--- src/rtl/multicycle_controller.sv ---
// -----------------------------------------------------------------------------
// multicycle_controller
//
// Control FSM for a shared multicycle MIPS datapath (PC, IR, register file,
// ALU, unified single-port memory). It sequences lw, sw, beq and R-type
// instructions and drives every datapath enable and mux select each cycle.
// Memory accesses stall on a single-port ready handshake.
//
// Ports
//   clk            in   rising-edge clock
//   reset          in   asynchronous, active-high reset
//   instr[31:0]    in   IR contents; only the opcode [31:26] is decoded
//   zero           in   ALU zero flag (the datapath does the beq gating)
//   mem_ready      in   memory completes the current access this cycle
//   mem_read       out  memory read request
//   mem_write      out  memory write request
//   iord           out  memory address select: 0=PC, 1=ALUOut
//   ir_write       out  load IR
//   pc_write       out  unconditional PC load
//   pc_write_cond  out  PC load qualified by zero (beq)
//   pc_src         out  PC source: 0=ALU result, 1=ALUOut
//   reg_write      out  register file write enable
//   reg_dst        out  write register select: 0=rt, 1=rd
//   mem_to_reg     out  write data select: 0=ALUOut, 1=MDR
//   alu_src_a      out  ALU A select: 0=PC, 1=regA
//   alu_src_b[1:0] out  ALU B select: 00=regB 01=4 10=imm 11=imm<<2
//   alu_op[1:0]    out  ALU op: 00=add 01=sub 10=funct-decoded
//   instr_done     out  pulse in the final cycle of each instruction
//   illegal_op     out  pulse in DECODE for an unsupported opcode
// -----------------------------------------------------------------------------
module multicycle_controller #(
   parameter int STATE_W = 4
) (
   input  logic        clk,
   input  logic        reset,
   input  logic [31:0] instr,
   input  logic        zero,
   input  logic        mem_ready,
   output logic        mem_read,
   output logic        mem_write,
   output logic        iord,
   output logic        ir_write,
   output logic        pc_write,
   output logic        pc_write_cond,
   output logic        pc_src,
   output logic        reg_write,
   output logic        reg_dst,
   output logic        mem_to_reg,
   output logic        alu_src_a,
   output logic [1:0]  alu_src_b,
   output logic [1:0]  alu_op,
   output logic        instr_done,
   output logic        illegal_op
);

   localparam logic [5:0] OP_RTYPE = 6'b000000;
   localparam logic [5:0] OP_LW    = 6'b100011;
   localparam logic [5:0] OP_SW    = 6'b101011;
   localparam logic [5:0] OP_BEQ   = 6'b000100;

   localparam logic [1:0] SRCB_REGB  = 2'b00;
   localparam logic [1:0] SRCB_FOUR  = 2'b01;
   localparam logic [1:0] SRCB_IMM   = 2'b10;
   localparam logic [1:0] SRCB_IMMSH = 2'b11;

   localparam logic [1:0] ALU_ADD   = 2'b00;
   localparam logic [1:0] ALU_SUB   = 2'b01;
   localparam logic [1:0] ALU_FUNCT = 2'b10;

   typedef enum logic [STATE_W-1:0] {
      S_IDLE,
      S_FETCH,
      S_DECODE,
      S_MEMADR,
      S_MEMRD,
      S_MEMWB,
      S_MEMWR,
      S_EXEC,
      S_ALUWB,
      S_BRANCH
   } state_t;

   state_t     state_q;
   state_t     state_d;
   logic [5:0] opcode;

   // Only the opcode is decoded; zero is consumed by the datapath's PC enable.
   logic unused_inputs;
   assign unused_inputs = ^{instr[25:0], zero};

   assign opcode = instr[31:26];

   // NOTE: state is the only flop; non-blocking assignment keeps the register
   // update race-free, and the asynchronous reset drops it to IDLE at once so
   // every state-decoded output falls to 0 without waiting for an edge.
   always_ff @(posedge clk or posedge reset) begin
      if (reset) begin
         state_q <= S_IDLE;
      end else begin
         state_q <= state_d;
      end
   end

   // NOTE: every output and state_d gets a default before the case so no path
   // leaves a signal unassigned, which would otherwise infer a latch.
   always_comb begin
      state_d       = state_q;
      mem_read      = 1'b0;
      mem_write     = 1'b0;
      iord          = 1'b0;
      ir_write      = 1'b0;
      pc_write      = 1'b0;
      pc_write_cond = 1'b0;
      pc_src        = 1'b0;
      reg_write     = 1'b0;
      reg_dst       = 1'b0;
      mem_to_reg    = 1'b0;
      alu_src_a     = 1'b0;
      alu_src_b     = SRCB_REGB;
      alu_op        = ALU_ADD;
      instr_done    = 1'b0;
      illegal_op    = 1'b0;

      case (state_q)
         S_IDLE: begin
            state_d = S_FETCH;
         end

         // PC+4 is computed every fetch cycle, but IR and PC load only in the
         // cycle the memory returns the instruction.
         S_FETCH: begin
            mem_read  = 1'b1;
            iord      = 1'b0;
            alu_src_a = 1'b0;
            alu_src_b = SRCB_FOUR;
            alu_op    = ALU_ADD;
            if (mem_ready) begin
               ir_write = 1'b1;
               pc_write = 1'b1;
               pc_src   = 1'b0;
               state_d  = S_DECODE;
            end
         end

         // Speculatively compute the branch target into ALUOut.
         S_DECODE: begin
            alu_src_a = 1'b0;
            alu_src_b = SRCB_IMMSH;
            alu_op    = ALU_ADD;
            case (opcode)
               OP_LW, OP_SW: state_d = S_MEMADR;
               OP_RTYPE:     state_d = S_EXEC;
               OP_BEQ:       state_d = S_BRANCH;
               default: begin
                  illegal_op = 1'b1;
                  state_d    = S_FETCH;
               end
            endcase
         end

         S_MEMADR: begin
            alu_src_a = 1'b1;
            alu_src_b = SRCB_IMM;
            alu_op    = ALU_ADD;
            // IR is frozen after FETCH, so only lw/sw can arrive here; the
            // fallback just keeps the machine from wedging.
            if (opcode == OP_LW) begin
               state_d = S_MEMRD;
            end else if (opcode == OP_SW) begin
               state_d = S_MEMWR;
            end else begin
               state_d = S_FETCH;
            end
         end

         S_MEMRD: begin
            mem_read = 1'b1;
            iord     = 1'b1;
            if (mem_ready) begin
               state_d = S_MEMWB;
            end
         end

         S_MEMWB: begin
            reg_write  = 1'b1;
            reg_dst    = 1'b0;
            mem_to_reg = 1'b1;
            instr_done = 1'b1;
            state_d    = S_FETCH;
         end

         // The store retires in the same cycle the memory accepts it.
         S_MEMWR: begin
            mem_write = 1'b1;
            iord      = 1'b1;
            if (mem_ready) begin
               instr_done = 1'b1;
               state_d    = S_FETCH;
            end
         end

         S_EXEC: begin
            alu_src_a = 1'b1;
            alu_src_b = SRCB_REGB;
            alu_op    = ALU_FUNCT;
            state_d   = S_ALUWB;
         end

         S_ALUWB: begin
            reg_write  = 1'b1;
            reg_dst    = 1'b1;
            mem_to_reg = 1'b0;
            instr_done = 1'b1;
            state_d    = S_FETCH;
         end

         // The datapath forms pc_en = pc_write | (pc_write_cond & zero).
         S_BRANCH: begin
            alu_src_a     = 1'b1;
            alu_src_b     = SRCB_REGB;
            alu_op        = ALU_SUB;
            pc_write_cond = 1'b1;
            pc_src        = 1'b1;
            instr_done    = 1'b1;
            state_d       = S_FETCH;
         end

         // Unused encodings: outputs stay at their 0 defaults, recover to IDLE.
         default: begin
            state_d = S_IDLE;
         end
      endcase
   end

endmodule

--- config.mk ---
export PLATFORM = sky130hd
export DESIGN_NAME = multicycle_controller
export DESIGN_NICKNAME = d
export VERILOG_FILES = /design/src/rtl/multicycle_controller.sv
export SDC_FILE = /design/constraint.sdc
export NUM_CORES = 1
export LEC_CHECK = 0
export BUFFER_PORTS_ARGS = -buffer_cell sky130_fd_sc_hd__buf_2
export CAP_MARGIN = 20
export CORE_MARGIN = 2
export CORE_UTILIZATION = 36
export DETAILED_ROUTE_END_ITERATION = 16
export GPL_ROUTABILITY_DRIVEN = 0
export PLACE_DENSITY = 0.89
export SLEW_MARGIN = 25
export SYNTH_ARGS = -nofsm -noshare
export SYNTH_HDL_FRONTEND = slang
export SYNTH_SLANG_ARGS = --single-unit
--- constraint.sdc ---
create_clock -name clk -period 4.1 [get_ports clk]
set_input_delay 0.205 -clock clk [delete_from_list [all_inputs] [get_ports clk]]
set_output_delay 0.205 -clock clk [all_outputs]
set_load 0.05 [all_outputs]
==> impl_results.md <==
- # setup viols final: 0
- Drt first pass iters: 4
- Period utilisation layout: 50.2%
- Initial antenna violation count: 0
- Flop2flop setup slack: 2350 ps
- RR Endpoint: state_q[1]
- Synthesized instance count: 74
- Starting Density: 38.2%
- Depth of the CTS H-tree: 1
- Critical path class: reg -> out
- Critical Path Fanout Max: 12
- Worst Path Buf+Inv: 1
- Slowest CP cell: dfrtp_1
- Largest net degree at the start of global routing: 18
- Fin. Hold Viols: 0
- Max-cap viol count: 0
- Leakage: 0.315 nW
- Fin util: 48.5%
- CTS max path bufs: 2
- Final net count: 133
- Detailed-placement wirelength estimate: 1000 um
- Max reg flops: 4
- Drt drc: 0
- Vias/cell: 5.54
- HP Class: in -> reg
- CTS root buf: clkbuf_4
- I/O pins: 53
- Post-CTS Setup Bufs: 0
- Num CTS Buffers: 3
- Number of synthesized flops with an enable pin: 0
- Min-Delay Endpoint: state_q[3]
- Reg2reg path depth: 4
- Total power divided by cell area: 996 mW/mm^2
- Largest stage delay, worst path: 560 ps
- Fmax: 485 MHz
- Row cnt: 13
- Vias in the first global route: 525
- WL final: 1.43 mm
- Yosys reg bits: 4
- Status: finished clean
- Synth area leader: dfrtp_1
- Tmin final: 2060 ps
- Die W: 40.9 um
- Critical Path RT: 3890 ps
- Top Registers: state_q x4
- Reg clk slew, reported paths: 30 ps
- Post-CTS Resized: 0
- Synth top area share: 20.4%
- Slew HR: 65.5%
- Post-DRT Antenna Nets: 0
- Critical path, cell by cell: or2b_2, or3_1, nor3_1, buf_2
- Antenna diodes: 0
- CP Capture Type: output port
- Slew at the pin closest to its max-slew limit: 518 ps
- CTS tree: yes
- Family with the most delay on the worst path: simple AND/OR/NAND/NOR gates
- Worst r2r src: state_q[2]
- Warnings, synthesis: 0
- Die Footprint: 0.00167 sq mm
- RSZ-0062 raised after global routing: no
- Global-route wire length before repair: 2.21 mm
- P&R area growth vs syn: 27.0%
- Total GRT Usage: 21.0%
- DRT iter0 DRCs: 13
- WHS: 289 ps
- Clk sinks: 4
- Synth area leaders: dfrtp_1 20%, nor2_1 7.7%, nor3_1 7.1%, nand2_1 5.4%, buf_4 4.6%
- Worst skew pair latency: 260 ps
- Core ar.: 0.00128 sq mm
- Sum Neg Setup Slack: 0 ps
- Layout cells sized above 1: 33.7%
- Synth Cell Area: 490 sq um
- GRT overflow: 0
- Setup Skew: 13.7 ps
- Vias: 609
- WL/cell: 13.0 um
- Netlist cell types: 30
- Final Non-Filler Cells: 110
- Max-slew violation count: 0
- Post-synth ARST share: 100%
- Height of the die: 40.9 um
- Port Buffers: 25
- Hold Path Stages: 3
- Post-Syn Area per Cell: 6.63 sq um
- Register area share after synthesis: 20.4%
- CTS Hold Bufs: 1
- Synth Flop Type: dfrtp_1
- Critical path launch point type: flop
- IR drop worst, VDD: 0.000359 V
- Placed Cells: 106
- Layout fillers: 143
- Arr. time, crit path: 1860 ps
- Hold Startpoint: instr[28]
- Biggest register: state_q
- Syn nets: 110
-- final cells by class --
type,count,area (sq um),area share (%)
Multi-Input combinational cell,57,328,52.6
Timing Repair Buffer,26,135,21.7
Sequential cell,4,100,16.1
Clock buffer,3,22.5,3.61
Inverter,5,18.8,3.01
Tap cell,15,18.8,3.01
-- metrics by stage --
stage	instance area, sq um	setup slack [ps]	power [W]
finish	623	2040	0.000621
global placement	591	2330	0.000553
global route	623	1940	0.000664
CTS	623	2040	0.000615
floorplan	490	1830	0.000483
detailed placement	591	2300	0.000560
-- worst reg2reg max path, cell delays in order, from the launching register on --
cell	delay, ps
dfrtp_1	570
inv_1	170
a2111oi_0	490
o21ai_0	160
a311oi_1	240
-- routing by layer --
metal	GRT usage [%]	part of all wire [%]	vias up
li1	-	-	301
met1	23.5	44	274
met2	35.2	47	29
met3	4.89	7.1	5
met4	13.3	2.0	0
met5	0	0	-
-- power by group --
group / switching, W / internal [W] / total, W / leakage (nW)
Sequential: 0.0000550 / 0.0000538 / 0.000109 / 0.0503
Clock: 0.0000216 / 0.0000331 / 0.0000547 / 0.0138
Combinational: 0.000337 / 0.000121 / 0.000457 / 0.251
Total: 0.000413 / 0.000207 / 0.000621 / 0.315
-- layout by cell type, fill, tap and decap left out, drive strengths merged --
master	synthesis	layout
nand2	7	7
xnor2	2	2
or3	1	1
a31oi	1	1
nand4	1	1
a21oi	4	4
dlygate4sd3	0	1
nor3	7	7
nand3	1	1
o21ai	3	3
nor2	10	10
a221oi	2	2
nor2b	1	1
o31a	1	1
nand3b	2	2
and3	2	2
a21boi	1	1
dfrtp	4	4
buf	5	25
clkbuf	3	3
a311oi	1	1
o22ai	3	3
or2b	1	1
inv	5	5
a2111oi	1	1
or4	2	2
and2	1	1
nand2b	2	2
-- how the worst max path moves through the flow --
stage,start,end,slack [ps],cells past startpoint
3_3_place_gp,state_q[1],illegal_op,2330,4
3_5_place_dp,state_q[1],illegal_op,2300,4
6_report,state_q[1],illegal_op,2040,4
5_1_grt,state_q[1],illegal_op,1940,4
2_1_floorplan,state_q[1],state_q[1],1830,5
4_1_cts,state_q[1],illegal_op,2040,4
-- cell usage after synthesis (2+ instances only) --
cell       n
a21oi_1    4
a221oi_1   2
buf_2      2
buf_4      3
clkbuf_1   3
dfrtp_1    4
inv_1      5
nand2_1    7
nand2b_1   2
nand3b_1   2
nor2_1    10
nor3_1     7
o21ai_0    3
o22ai_1    3
xnor2_1    2
-- cells by family after synthesis --
| logic type | Yosys count | synth area share (%) |
|---|---|---|
| XOR/XNOR | 2 | 3.57 |
| flip-flops | 4 | 20.4 |
| buffers and inverters | 13 | 12.8 |
| AO/OA/AOI/OAI | 17 | 23.0 |
| AND/OR/NAND/NOR | 38 | 40.3 |
(Power assumes the default switching activity.)
